### src/rtl/mul_seq_ctrl.sv
// mul_seq_ctrl: sequencing and result stage around an external 16x16 combinational
// array multiplier. Operands are registered into the array, held for a fixed
// settle window (the array's adder chain is a multicycle path), and the product
// halves are then captured into the CPU-visible LO/HI registers.
//
// Timeline for an accepted start at edge E0 (SETTLE_CYCLES = N):
//   E0        : operands latched into mul_a/mul_b, counter loaded with N-1
//   E1..EN-1  : counter decrements, operands held steady
//   EN        : LO/HI/ovf captured from the array, done set for one cycle
// busy is high from just after E0 up to and including the capture edge.

module mul_seq_ctrl #(
  parameter int WIDTH         = 16,
  parameter int SETTLE_CYCLES = 4
) (
  input  logic             clk,
  input  logic             rst_n,
  input  logic             start,
  input  logic [WIDTH-1:0] op_a,
  input  logic [WIDTH-1:0] op_b,
  output logic [WIDTH-1:0] mul_a,
  output logic [WIDTH-1:0] mul_b,
  input  logic [WIDTH-1:0] mul_lo,
  input  logic [WIDTH-1:0] mul_hi,
  input  logic             hi_we,
  input  logic             lo_we,
  input  logic [WIDTH-1:0] wdata,
  output logic             busy,
  output logic             done,
  output logic [WIDTH-1:0] hi,
  output logic [WIDTH-1:0] lo,
  output logic             ovf
);

  // The settle counter is 4 bits wide, so the window must fit in 1..15 edges.
  // A zero-length window would capture on the same edge the operands are
  // latched, i.e. before the array has seen them.
  generate
    if (SETTLE_CYCLES < 1 || SETTLE_CYCLES > 15) begin : g_bad_settle
      $fatal(1, "mul_seq_ctrl: SETTLE_CYCLES must be within 1..15");
    end
  endgenerate

  // Counter value loaded on accept; the capture happens once it has run down to 0.
  localparam logic [3:0] CNT_INIT = 4'(SETTLE_CYCLES - 1);

  typedef enum logic {
    ST_IDLE   = 1'b0,
    ST_SETTLE = 1'b1
  } state_e;

  state_e           state_q;
  logic [3:0]       cnt_q;
  logic [WIDTH-1:0] mul_a_q;
  logic [WIDTH-1:0] mul_b_q;
  logic [WIDTH-1:0] hi_q;
  logic [WIDTH-1:0] lo_q;
  logic             ovf_q;
  logic             done_q;

  // Qualifiers derived from the current state.
  logic start_accept;
  logic capture_now;

  // Decode accept and capture conditions from the current state.
  always_comb begin
    start_accept = (state_q == ST_IDLE) && start;
    capture_now  = (state_q == ST_SETTLE) && (cnt_q == 4'd0);
  end

  // Sequencer: operand latch, settle countdown, product capture and direct HI/LO writes.
  // Within one edge a capture is assigned after the direct writes, so a capture
  // overrides a coinciding hi_we/lo_we.
  always_ff @(posedge clk) begin
    if (!rst_n) begin
      state_q <= ST_IDLE;
      cnt_q   <= 4'd0;
      mul_a_q <= '0;
      mul_b_q <= '0;
      hi_q    <= '0;
      lo_q    <= '0;
      ovf_q   <= 1'b0;
      done_q  <= 1'b0;
    end else begin
      // done is a strobe: cleared on every edge that does not set it.
      done_q <= 1'b0;

      // CPU move-to-HI/LO, honoured in any state.
      if (hi_we) begin
        hi_q <= wdata;
      end
      if (lo_we) begin
        lo_q <= wdata;
      end

      unique case (state_q)
        ST_IDLE: begin
          // Operands are only loaded on accept so the array stays quiet when idle.
          if (start_accept) begin
            mul_a_q <= op_a;
            mul_b_q <= op_b;
            cnt_q   <= CNT_INIT;
            state_q <= ST_SETTLE;
          end
        end
        ST_SETTLE: begin
          // start is deliberately not looked at here: no queueing while busy.
          if (capture_now) begin
            lo_q    <= mul_lo;
            hi_q    <= mul_hi;
            ovf_q   <= |mul_hi;
            done_q  <= 1'b1;
            state_q <= ST_IDLE;
          end else begin
            cnt_q <= cnt_q - 4'd1;
          end
        end
        default: begin
          state_q <= ST_IDLE;
        end
      endcase
    end
  end

  // busy follows the state directly so the issue stage can stall in the same cycle.
  always_comb begin
    busy = (state_q == ST_SETTLE);
  end

  assign mul_a = mul_a_q;
  assign mul_b = mul_b_q;
  assign hi    = hi_q;
  assign lo    = lo_q;
  assign ovf   = ovf_q;
  assign done  = done_q;

endmodule

### config.mk
export PLATFORM = sky130hd
export DESIGN_NAME = mul_seq_ctrl
export DESIGN_NICKNAME = d
export VERILOG_FILES = /design/src/rtl/mul_seq_ctrl.sv
export SDC_FILE = /design/constraint.sdc
export NUM_CORES = 1
export LEC_CHECK = 0
export ABC_CLOCK_PERIOD_IN_PS = 1600
export BUFFER_PORTS_ARGS = -buffer_cell sky130_fd_sc_hd__buf_2
export CAP_MARGIN = 20
export CORE_ASPECT_RATIO = 0.8
export CORE_UTILIZATION = 44
export DETAILED_ROUTE_END_ITERATION = 16
export HOLD_SLACK_MARGIN = 0.03
export PLACE_DENSITY = 0.85
export SYNTH_ARGS = -nofsm -noshare
export SYNTH_HDL_FRONTEND = slang
export SYNTH_SLANG_ARGS = --single-unit
### constraint.sdc
create_clock -name clk -period 1.6 [get_ports clk]
set_input_delay 0.24 -clock clk [delete_from_list [all_inputs] [get_ports clk]]
set_output_delay 0.24 -clock clk [all_outputs]
set_load 0.1 [all_outputs]
==> results of run 1 <==
==> logic make-up after synthesis <==
| family | Yosys count | share of synthesized area [%] |
|---|---|---|
| simple gates | 115 | 16.98 |
| flops | 71 | 50.24 |
| compound gates | 70 | 15.92 |
| fa+ha+maj | 1 | 0.4422 |
| mux | 33 | 11.68 |
| buf+inv | 31 | 4.732 |
==> per-stage QoR <==
step,setup TNS (ns),cells
2_1_floorplan,-0.007915,321
3_3_place_gp,0,530
3_5_place_dp,0,530
4_1_cts,0,546
5_1_grt,0,547
6_report,0,547
==> registers in the layout, indices dropped and copies added (netlist names) <==
name / flops
done: 1
ovf: 1
cnt_q: 4
busy: 1
lo: 16
hi: 16
mul_b: 16
mul_a: 16
==> worst min-delay path, delay by kind of cell <==
family / cells / cell delay, ns
AOI/OAI and AO/OA: 1 / 0.05
buffers and inverters: 1 / 0.09
and+or+nand+nor: 1 / 0.04
==> cell usage after synthesis (2+ instances only) <==
cell type / instances / area [um^2]
sky130_fd_sc_hd__buf_2: 8 / 40.04
sky130_fd_sc_hd__nand2_1: 67 / 251.5
sky130_fd_sc_hd__inv_1: 3 / 11.26
sky130_fd_sc_hd__dfxtp_1: 71 / 1421
sky130_fd_sc_hd__a21oi_1: 34 / 170.2
sky130_fd_sc_hd__buf_1: 2 / 7.510
sky130_fd_sc_hd__a211oi_1: 32 / 240.2
sky130_fd_sc_hd__clkbuf_1: 17 / 63.81
sky130_fd_sc_hd__mux2i_1: 33 / 330.3
sky130_fd_sc_hd__nand2b_1: 2 / 12.51
sky130_fd_sc_hd__nor2_1: 33 / 123.9
sky130_fd_sc_hd__nor4_1: 3 / 18.77
==> layout by cell type (no fill, tap or decap), drive strengths merged <==
cell type	count
nand4b	1
nor4	3
or4b	1
and2	1
bufinv	3
or3	1
nand4bb	1
clkbuf	12
nand2	67
mux2i	33
ha	1
dfxtp	71
nand3	1
a211oi	32
a21oi	34
buf	156
inv	3
nand4	1
nand2b	2
nor2	33
o21a	1
and2b	1
o221a	2
o311a	1
nor3b	1
clkinvlp	2
nor3	1
==> power by group through the flow <==
stage | Combinational [mW] | Sequential [mW] | Clock, mW
3_5_place_dp | 1.70 | 2.04 | 0
2_1_floorplan | 0.359 | 3.05 | 0
4_1_cts | 1.71 | 2.00 | 1.77
6_report | 1.73 | 2.00 | 1.72
3_3_place_gp | 1.68 | 2.03 | 0
5_1_grt | 1.80 | 2.02 | 1.83
==> layer usage <==
| layer | track usage, % | up-vias | wire, um |
|---|---|---|---|
| li1 | - | 1384 | - |
| met1 | 25.37 | 1295 | 3321 |
| met2 | 36.01 | 90 | 3605 |
| met3 | 6.004 | 10 | 362 |
| met4 | 10.05 | 0 | 114 |
| met5 | 0 | - | 0 |
==> worst min-delay path by stage <==
stage                           end  slack (ns)  cells past startpoint
final                     mul_b[12]        0.14                      3
after CTS                 mul_b[12]        0.11                      3
after detailed placement   mul_a[2]        0.44                      2
after global routing      mul_b[12]        0.13                      3
after global placement    mul_b[11]        0.44                      2
after floorplan                busy        0.36                      1
==> repair_timing <==
action	CTS	global route
setup buffers	0	0
gates resized for setup	0	1
setup endpoints to repair	0	30
==> area by class of cell <==
class | instances | share of cell area, %
clock inverter | 5 | 2.691
tap | 81 | 2.595
multi-input combinational | 219 | 33.03
inverter | 3 | 0.2884
timing repair buffer | 157 | 21.28
clock buffer | 11 | 3.621
sequential | 71 | 36.49
==> results.sh, run 1 <==
export IMPL_max_freq_ghz=0.6689
export IMPL_via_count=2779
export IMPL_dp_worst_setup_slack_ns=0.05865
export IMPL_cts_htree_levels=3
export IMPL_core_um2=6068
export IMPL_pwr_share_comb_pct=31.7
export IMPL_dieWidth_um=91.65
export IMPL_fillCellCount=527
export IMPL_setup_worst_path_end="hi[0]"
export IMPL_report_final_slew_viol_count=0
export IMPL_drt_first_pass_iters=4
export IMPL_clock_latency_ns=0.33
export IMPL_avgViaCountPerCell=5.080
export IMPL_cp_max_fo=32
export IMPL_grt_pass1_wl_mm=11.29
export IMPL_cellInternalPower_mw=3.347
export IMPL_fin_worst_skew_ns=0.01178
export IMPL_io_pins=152
export IMPL_power_density_nw_per_um2=1395
export IMPL_share_of_flip_flops_with_an_asynchronous_set_or_reset_after_synthesis_pct=0
export IMPL_clk_transition_reported_paths_ns=0.08
export IMPL_outcome="finished clean"
export IMPL_cp_data_required_time_ns=1.84
export IMPL_gp_routability_congestion=0.8405
export IMPL_clk_path_buf_depth=2
export IMPL_insertedDiodeCount=0
export IMPL_slowest_delay_ns=0.37
export IMPL_critical_path_cell_by_cell="inv_1 -> ha_1 -> nand4bb_4 -> buf_12 -> nor2_1 -> a211oi_1"
export IMPL_clkSinkCount=71
export IMPL_sequential_cell_area_um2=1425
export IMPL_grt_overflow_total=0
export IMPL_synth_avg_cell_area_um2=8.813
export IMPL_power_clock_fraction_pct=31.6
export IMPL_fin_crit_ns=1.495
export IMPL_multi_input_area_um2=1290
export IMPL_ys_ff_latch=71
export IMPL_synth_enable_flop_cells=0
export IMPL_switching_power_mw=2.102
export IMPL_max_cap_violations=0
export IMPL_finalInstanceArea_um2=3905
export IMPL_initial_core_util_pct=46.62
export IMPL_crit_path_arrival_time_ns=1.74
export IMPL_area_growth_syn_to_fin_pct=38.04
export IMPL_final_core_util_pct=64.35
export IMPL_timing_reg2reg_worst_path_depth=6
export IMPL_timing_startpoint_of_the_critical_path="cnt_q[0]"
export IMPL_drt_drc_violations_left=0
export IMPL_critical_path_endpoint_type="register"
export IMPL_synth_cell_type_count=28
export IMPL_floorplan_rows=25
export IMPL_start_kind="register"
export IMPL_hold_class="input port to register"
export IMPL_global_route_usage_total_pct=21.30
export IMPL_worst_slew_pin_slew_ns=0.5121
export IMPL_critical_path_reg2reg_endpoint="hi[0]"
export IMPL_grt_setup_unrepaired="true"
export IMPL_pin_count_of_the_biggest_net_entering_global_routing=65
export IMPL_hold_worst_slack_ns=0.1377
export IMPL_placedInstanceArea_um2=3622
export IMPL_report_final_hold_viol_count=0
export IMPL_synth_main_ff_cell="sky130_fd_sc_hd__dfxtp_1"
export IMPL_ff2ff_setup_slack_ns=0.11
export IMPL_worst_path_buf_inv=2
export IMPL_slew_limit_headroom_pct=65.86
export IMPL_power_sequential_fraction_pct=36.7
export IMPL_antenna_found_initial=0
export IMPL_port_buffers=151
export IMPL_hold_path_startpoint="op_b[12]"
export IMPL_timing_rr_start="cnt_q[0]"
export IMPL_detail_route_wirelength_mm=7.404
export IMPL_wire_per_inst_um=13.54
export IMPL_final_setup_viol_count=0
export IMPL_cts_tree="done"
export IMPL_total_leakage_power_nw=1.904
export IMPL_cts_inserted_buffers=9
export IMPL_fin_crit_sh_pct=93.43
export IMPL_dp_final_hpwl_mm=5.171
export IMPL_post_cts_hold_buffer_count=0
export IMPL_worstSetupPathType="register to register"
export IMPL_fp_dieArea_um2=6756
export IMPL_largest_delay_share_family_worst_path="flip-flops"
export IMPL_synth_net_count=407
export IMPL_swShare_pct=38.58
export IMPL_total_power_consumption_mw=5.449
export IMPL_post_detailed_route_count_of_antenna_violating_nets=0
export IMPL_postSynthCellCount=321
export IMPL_layout_nets=547
export IMPL_crit_cells=6
export IMPL_post_synth_instance_area_um2=2829
export IMPL_clockRootBuffer="sky130_fd_sc_hd__clkbuf_8"
export IMPL_first_global_vias=2565
export IMPL_drt_initial_drc_count=92
export IMPL_ys_warnings_count=0
export IMPL_worst_ir_drop_vdd_mv=0.7098
export IMPL_finalWorstSetupSlack_ns=0.1051
export IMPL_yosysSeqAreaShare_pct=50.24
export IMPL_cp_slowest_cell="sky130_fd_sc_hd__dfxtp_1"
export IMPL_drive_above_1_share_pct=37.77
export IMPL_dieHeight_um=73.72
(Power assumes the default switching activity.)
==> run 2: changes to the inputs <==
- CORE_ASPECT_RATIO: 0.8 -> 2
==> results.sh, run 2 (same netlist as run 1, synthesis figures left out) <==
export IMPL_fillCellCount=551
export IMPL_fin_crit_sh_pct=89.38
export IMPL_first_global_vias=2621
export IMPL_report_final_hold_viol_count=0
export IMPL_hold_path_startpoint="op_b[9]"
export IMPL_fin_worst_skew_ns=0.005768
export IMPL_power_density_nw_per_um2=1396
export IMPL_crit_path_arrival_time_ns=1.67
export IMPL_finalWorstSetupSlack_ns=0.1699
export IMPL_initial_core_util_pct=45.20
export IMPL_pin_count_of_the_biggest_net_entering_global_routing=37
export IMPL_worstSetupPathType="register to register"
export IMPL_final_core_util_pct=63.19
export IMPL_layout_nets=548
export IMPL_drive_above_1_share_pct=37.04
export IMPL_outcome="finished clean"
export IMPL_slew_limit_headroom_pct=66.35
export IMPL_leading_cell_type_in_the_layout_fill_and_taps_excluded="sky130_fd_sc_hd__buf_2"
export IMPL_critical_path_endpoint_type="register"
export IMPL_multi_input_area_um2=1290
export IMPL_wire_per_inst_um=13.29
export IMPL_clk_transition_reported_paths_ns=0.05
export IMPL_io_pins=152
export IMPL_worst_ir_drop_vdd_mv=1.075
export IMPL_critical_path_reg2reg_endpoint="lo[12]"
export IMPL_grt_setup_unrepaired="false"
export IMPL_grt_pass1_wl_mm=11.06
export IMPL_fp_dieArea_um2=6774
export IMPL_cts_tree="done"
export IMPL_total_leakage_power_nw=1.925
export IMPL_hold_class="input port to register"
export IMPL_drt_drc_violations_left=0
export IMPL_drt_initial_drc_count=142
export IMPL_report_final_slew_viol_count=0
export IMPL_area_growth_syn_to_fin_pct=39.81
export IMPL_insertedDiodeCount=0
export IMPL_port_buffers=151
export IMPL_max_freq_ghz=0.6992
export IMPL_post_cts_hold_buffer_count=0
export IMPL_dp_worst_setup_slack_ns=0.1249
export IMPL_clkSinkCount=71
export IMPL_dp_final_hpwl_mm=5.496
export IMPL_cts_repair_resized=0
export IMPL_cp_data_required_time_ns=1.84
export IMPL_floorplan_rows=41
export IMPL_cp_max_fo=36
export IMPL_dieWidth_um=58.70
export IMPL_ff2ff_setup_slack_ns=0.17
export IMPL_cts_htree_levels=3
export IMPL_timing_rr_start="cnt_q[0]"
export IMPL_global_route_usage_total_pct=21.65
export IMPL_start_kind="register"
export IMPL_max_cap_violations=0
export IMPL_gp_routability_congestion=0.8509
export IMPL_detail_route_wirelength_mm=7.351
export IMPL_hold_path_end="mul_b[9]"
export IMPL_core_um2=6259
export IMPL_antenna_found_initial=0
export IMPL_post_detailed_route_count_of_antenna_violating_nets=0
export IMPL_clk_path_buf_depth=2
export IMPL_dieHeight_um=115.4
export IMPL_sequential_cell_area_um2=1425
export IMPL_grt_overflow_total=0
export IMPL_clockRootBuffer="sky130_fd_sc_hd__clkbuf_16"
export IMPL_timing_reg2reg_worst_path_depth=6
export IMPL_final_setup_viol_count=0
export IMPL_via_count=2783
export IMPL_worstHoldPathCells=3
export IMPL_worst_slew_pin_slew_ns=0.5047
export IMPL_drt_first_pass_iters=4
export IMPL_cts_inserted_buffers=9
export IMPL_layout_cells_most_common_list="151 x sky130_fd_sc_hd__buf_2, 70 x sky130_fd_sc_hd__dfxtp_1, 67 x sky130_fd_sc_hd__nand2_1, 34 x sky130_fd_sc_hd__a21oi_1"
export IMPL_fin_crit_ns=1.430
export IMPL_clock_latency_ns=0.32
export IMPL_avgViaCountPerCell=5.033
export IMPL_post_cts_setup_repair_bufs=0
[run 2: changes by cell type in the layout (fill, tap and decap cells not counted), moves of 2 or more]
cell | previous run | this run
sky130_fd_sc_hd__buf_12 | 1 | 3
sky130_fd_sc_hd__bufinv_16 | 3 | 0
sky130_fd_sc_hd__clkinvlp_4 | 2 | 0
sky130_fd_sc_hd__clkbuf_16 | 1 | 9
sky130_fd_sc_hd__clkbuf_8 | 10 | 2
sky130_fd_sc_hd__clkbuf_1 | 1 | 5
[run 2: worst max-delay path by stage]
stage / slack [ns] / endpoint / from
2_1_floorplan: -0.008 / cnt_q[3] / busy
3_3_place_gp: 0.23 / ovf / mul_hi[13]
3_5_place_dp: 0.12 / lo[4] / cnt_q[0]
4_1_cts: 0.13 / lo[3] / cnt_q[0]
5_1_grt: 0.05 / hi[5] / cnt_q[0]
6_report: 0.17 / lo[12] / cnt_q[0]
[run 2: cell type report]
class,instances,share of cell area (%)
clock buffers,16,6.865
well taps,86,2.721
multi-input cells,219,32.62
repair buffers,158,21.48
inverters,3,0.2847
flip-flops and latches,71,36.03
[run 2: power by group]
part	switching (mW)	internal [mW]	leakage, nW
logic	1.37	0.352	1.21
clock network	0.655	1.14	0.131
registers	0.0816	1.92	0.586
[run 2: per-stage QoR]
step,cells,cell area [um^2],setup TNS [ns],power (mW),hold slack [ns]
finish,553,3955,0,5.520,0.1567
global route,553,3955,0,5.731,0.1490
CTS,553,3951,0,5.574,0.1446
detailed placement,537,3680,0,3.767,0.4469
global placement,537,3680,0,3.735,0.4397
floorplan,321,2833,-0.007915,3.413,0.3609
[run 2: metal layers]
layer,wire (um),global-route usage (%)
met5,0,0
met3,351,4.837
met2,4159,41.61
met1,2644,20.00
met4,195,12.06
[run 2: worst max-delay path, stage by stage (launching register included)]
cell                        delay (ns)
sky130_fd_sc_hd__dfxtp_1          0.37
sky130_fd_sc_hd__inv_1            0.06
sky130_fd_sc_hd__ha_1             0.27
sky130_fd_sc_hd__nand4bb_4        0.16
sky130_fd_sc_hd__buf_12           0.20
sky130_fd_sc_hd__nor2_1           0.06
sky130_fd_sc_hd__a211oi_1         0.21
==> run 3: changes to the inputs <==
- ABC_CLOCK_PERIOD_IN_PS: 1600 -> 1500
- clock period: 1.6 -> 1.5 ns (I/O delays scaled with it)
==> results.sh, run 3 (same netlist as run 1, synthesis figures left out) <==
export IMPL_drt_initial_drc_count=114
export IMPL_via_count=2783
export IMPL_multi_input_area_um2=1308
export IMPL_pin_count_of_the_biggest_net_entering_global_routing=49
export IMPL_grt_setup_unrepaired="false"
export IMPL_outcome="finished clean"
export IMPL_finalInstanceArea_um2=4030
export IMPL_dieWidth_um=58.70
export IMPL_critical_path_cell_by_cell="buf_2"
export IMPL_post_layout_instance_count_excluding_filler_cells=556
export IMPL_hold_path_end="mul_a[14]"
export IMPL_global_route_usage_total_pct=22.33
export IMPL_cts_htree_levels=3
export IMPL_worstHoldPathCells=3
export IMPL_avgViaCountPerCell=5.005
export IMPL_switching_power_mw=2.306
export IMPL_cp_slowest_cell="sky130_fd_sc_hd__buf_2"
export IMPL_hold_class="input port to register"
export IMPL_worstSetupPathType="register to primary output"
export IMPL_slowest_delay_ns=0.45
export IMPL_timing_reg2reg_worst_path_depth=5
export IMPL_placedInstanceArea_um2=3692
export IMPL_report_final_hold_viol_count=0
export IMPL_dp_final_hpwl_mm=5.520
export IMPL_io_pins=152
export IMPL_initial_core_util_pct=45.20
export IMPL_hold_path_startpoint="op_a[14]"
export IMPL_fp_dieArea_um2=6774
export IMPL_fin_crit_ns=1.418
export IMPL_core_um2=6259
export IMPL_gp_routability_congestion=0.8383
export IMPL_critical_path_reg2reg_endpoint="ovf"
export IMPL_first_global_vias=2541
export IMPL_critical_path_endpoint_type="primary output"
export IMPL_power_density_nw_per_um2=1479
export IMPL_final_setup_viol_count=0
export IMPL_clk_path_buf_depth=2
export IMPL_layout_nets=551
export IMPL_power_sequential_fraction_pct=35.9
export IMPL_report_final_slew_viol_count=0
export IMPL_final_core_util_pct=64.39
export IMPL_clk_transition_reported_paths_ns=0.05
export IMPL_slew_limit_headroom_pct=64.43
export IMPL_grt_overflow_total=0
export IMPL_insertedDiodeCount=0
export IMPL_sequential_cell_area_um2=1425
export IMPL_fillCellCount=535
export IMPL_grt_pass1_wl_mm=11.35
export IMPL_port_buffers=151
export IMPL_antenna_found_initial=0
export IMPL_drt_drc_violations_left=0
export IMPL_drive_above_1_share_pct=38.72
export IMPL_cts_tree="done"
export IMPL_cellInternalPower_mw=3.654
export IMPL_dieHeight_um=115.4
export IMPL_worst_ir_drop_vdd_mv=1.047
export IMPL_detail_route_wirelength_mm=7.548
export IMPL_drt_first_pass_iters=4
export IMPL_total_power_consumption_mw=5.960
export IMPL_power_clock_fraction_pct=32.5
export IMPL_largest_delay_share_family_worst_path="buffers and inverters"
export IMPL_ff2ff_setup_slack_ns=0.09
export IMPL_clkSinkCount=71
export IMPL_pwr_share_comb_pct=31.6
export IMPL_cts_inserted_buffers=9
export IMPL_area_growth_syn_to_fin_pct=42.46
export IMPL_max_freq_ghz=0.7052
export IMPL_timing_rr_start="cnt_q[0]"
export IMPL_worst_path_buf_inv=1
export IMPL_cp_max_fo=10
export IMPL_fin_crit_sh_pct=94.53
export IMPL_layout_cells_most_common_list="151 x sky130_fd_sc_hd__buf_2, 70 x sky130_fd_sc_hd__dfxtp_1, 67 x sky130_fd_sc_hd__nand2_1, 34 x sky130_fd_sc_hd__a21oi_1"
export IMPL_total_leakage_power_nw=1.966
export IMPL_swShare_pct=38.69
export IMPL_clockRootBuffer="sky130_fd_sc_hd__clkbuf_16"
export IMPL_clock_latency_ns=0.32
export IMPL_start_kind="register"
export IMPL_placedCellCount=537
export IMPL_floorplan_rows=41
export IMPL_worst_slew_pin_slew_ns=0.5336
export IMPL_cp_data_required_time_ns=1.27
export IMPL_wire_per_inst_um=13.58
export IMPL_post_detailed_route_count_of_antenna_violating_nets=0
export IMPL_leading_cell_type_in_the_layout_fill_and_taps_excluded="sky130_fd_sc_hd__buf_2"
export IMPL_hold_worst_slack_ns=0.1341
export IMPL_fin_worst_skew_ns=0.004638
export IMPL_max_cap_violations=0
export IMPL_crit_path_arrival_time_ns=1.19
export IMPL_post_cts_hold_buffer_count=0
[run 3: area by class of cell]
| type | instances | share of cell area (%) |
|---|---|---|
| clock inverters | 4 | 0.4967 |
| repair buffers | 161 | 22.38 |
| multi-input cells | 219 | 32.44 |
| flip-flops and latches | 71 | 35.36 |
| clock buffers | 12 | 6.364 |
| well taps | 86 | 2.670 |
| inverters | 3 | 0.2794 |
[run 3: metrics by stage]
step	setup slack [ns]	TNS (ns)
floorplan	-0.1079	-0.1301
global placement	-0.06815	-0.06815
detailed placement	-0.09163	-0.09163
CTS	0.02669	0
global route	0.001913	0
finish	0.08202	0
[run 3: worst max path at each step]
stage               end  slack (ns)  cells after the start        from
3_3_place_gp        ovf       -0.07                      5  mul_hi[13]
5_1_grt             ovf       0.002                      5    cnt_q[0]
2_1_floorplan  cnt_q[3]       -0.11                      4        busy
6_report           busy        0.08                      1        busy
3_5_place_dp        ovf       -0.09                      5  mul_hi[13]
4_1_cts          lo[12]        0.03                      6    cnt_q[0]
[run 3: power by group through the flow]
stage | Sequential, mW | Combinational, mW | Clock [mW]
final | 2.14 | 1.88 | 1.94
after global routing | 2.16 | 1.97 | 2.08
after CTS | 2.14 | 1.85 | 1.98
after detailed placement | 2.18 | 1.85 | 0
after global placement | 2.17 | 1.82 | 0
after floorplan | 3.26 | 0.389 | 0
[run 3: timing repair]
action                                  CTS  global route
endpoints found under the setup margin    0            30
buffers inserted                          0             2
resized for setup                         0             4
[run 3: layer usage]
| layer | up-vias | part of all wire [%] | wire [um] | GRT usage (%) |
|---|---|---|---|---|
| met4 | 0 | 1.8 | 134 | 10.16 |
| li1 | 1395 | - | - | - |
| met3 | 13 | 3.9 | 297 | 5.624 |
| met2 | 92 | 58 | 4384 | 41.61 |
| met1 | 1283 | 36 | 2731 | 22.44 |
| met5 | - | 0 | 0 | 0 |
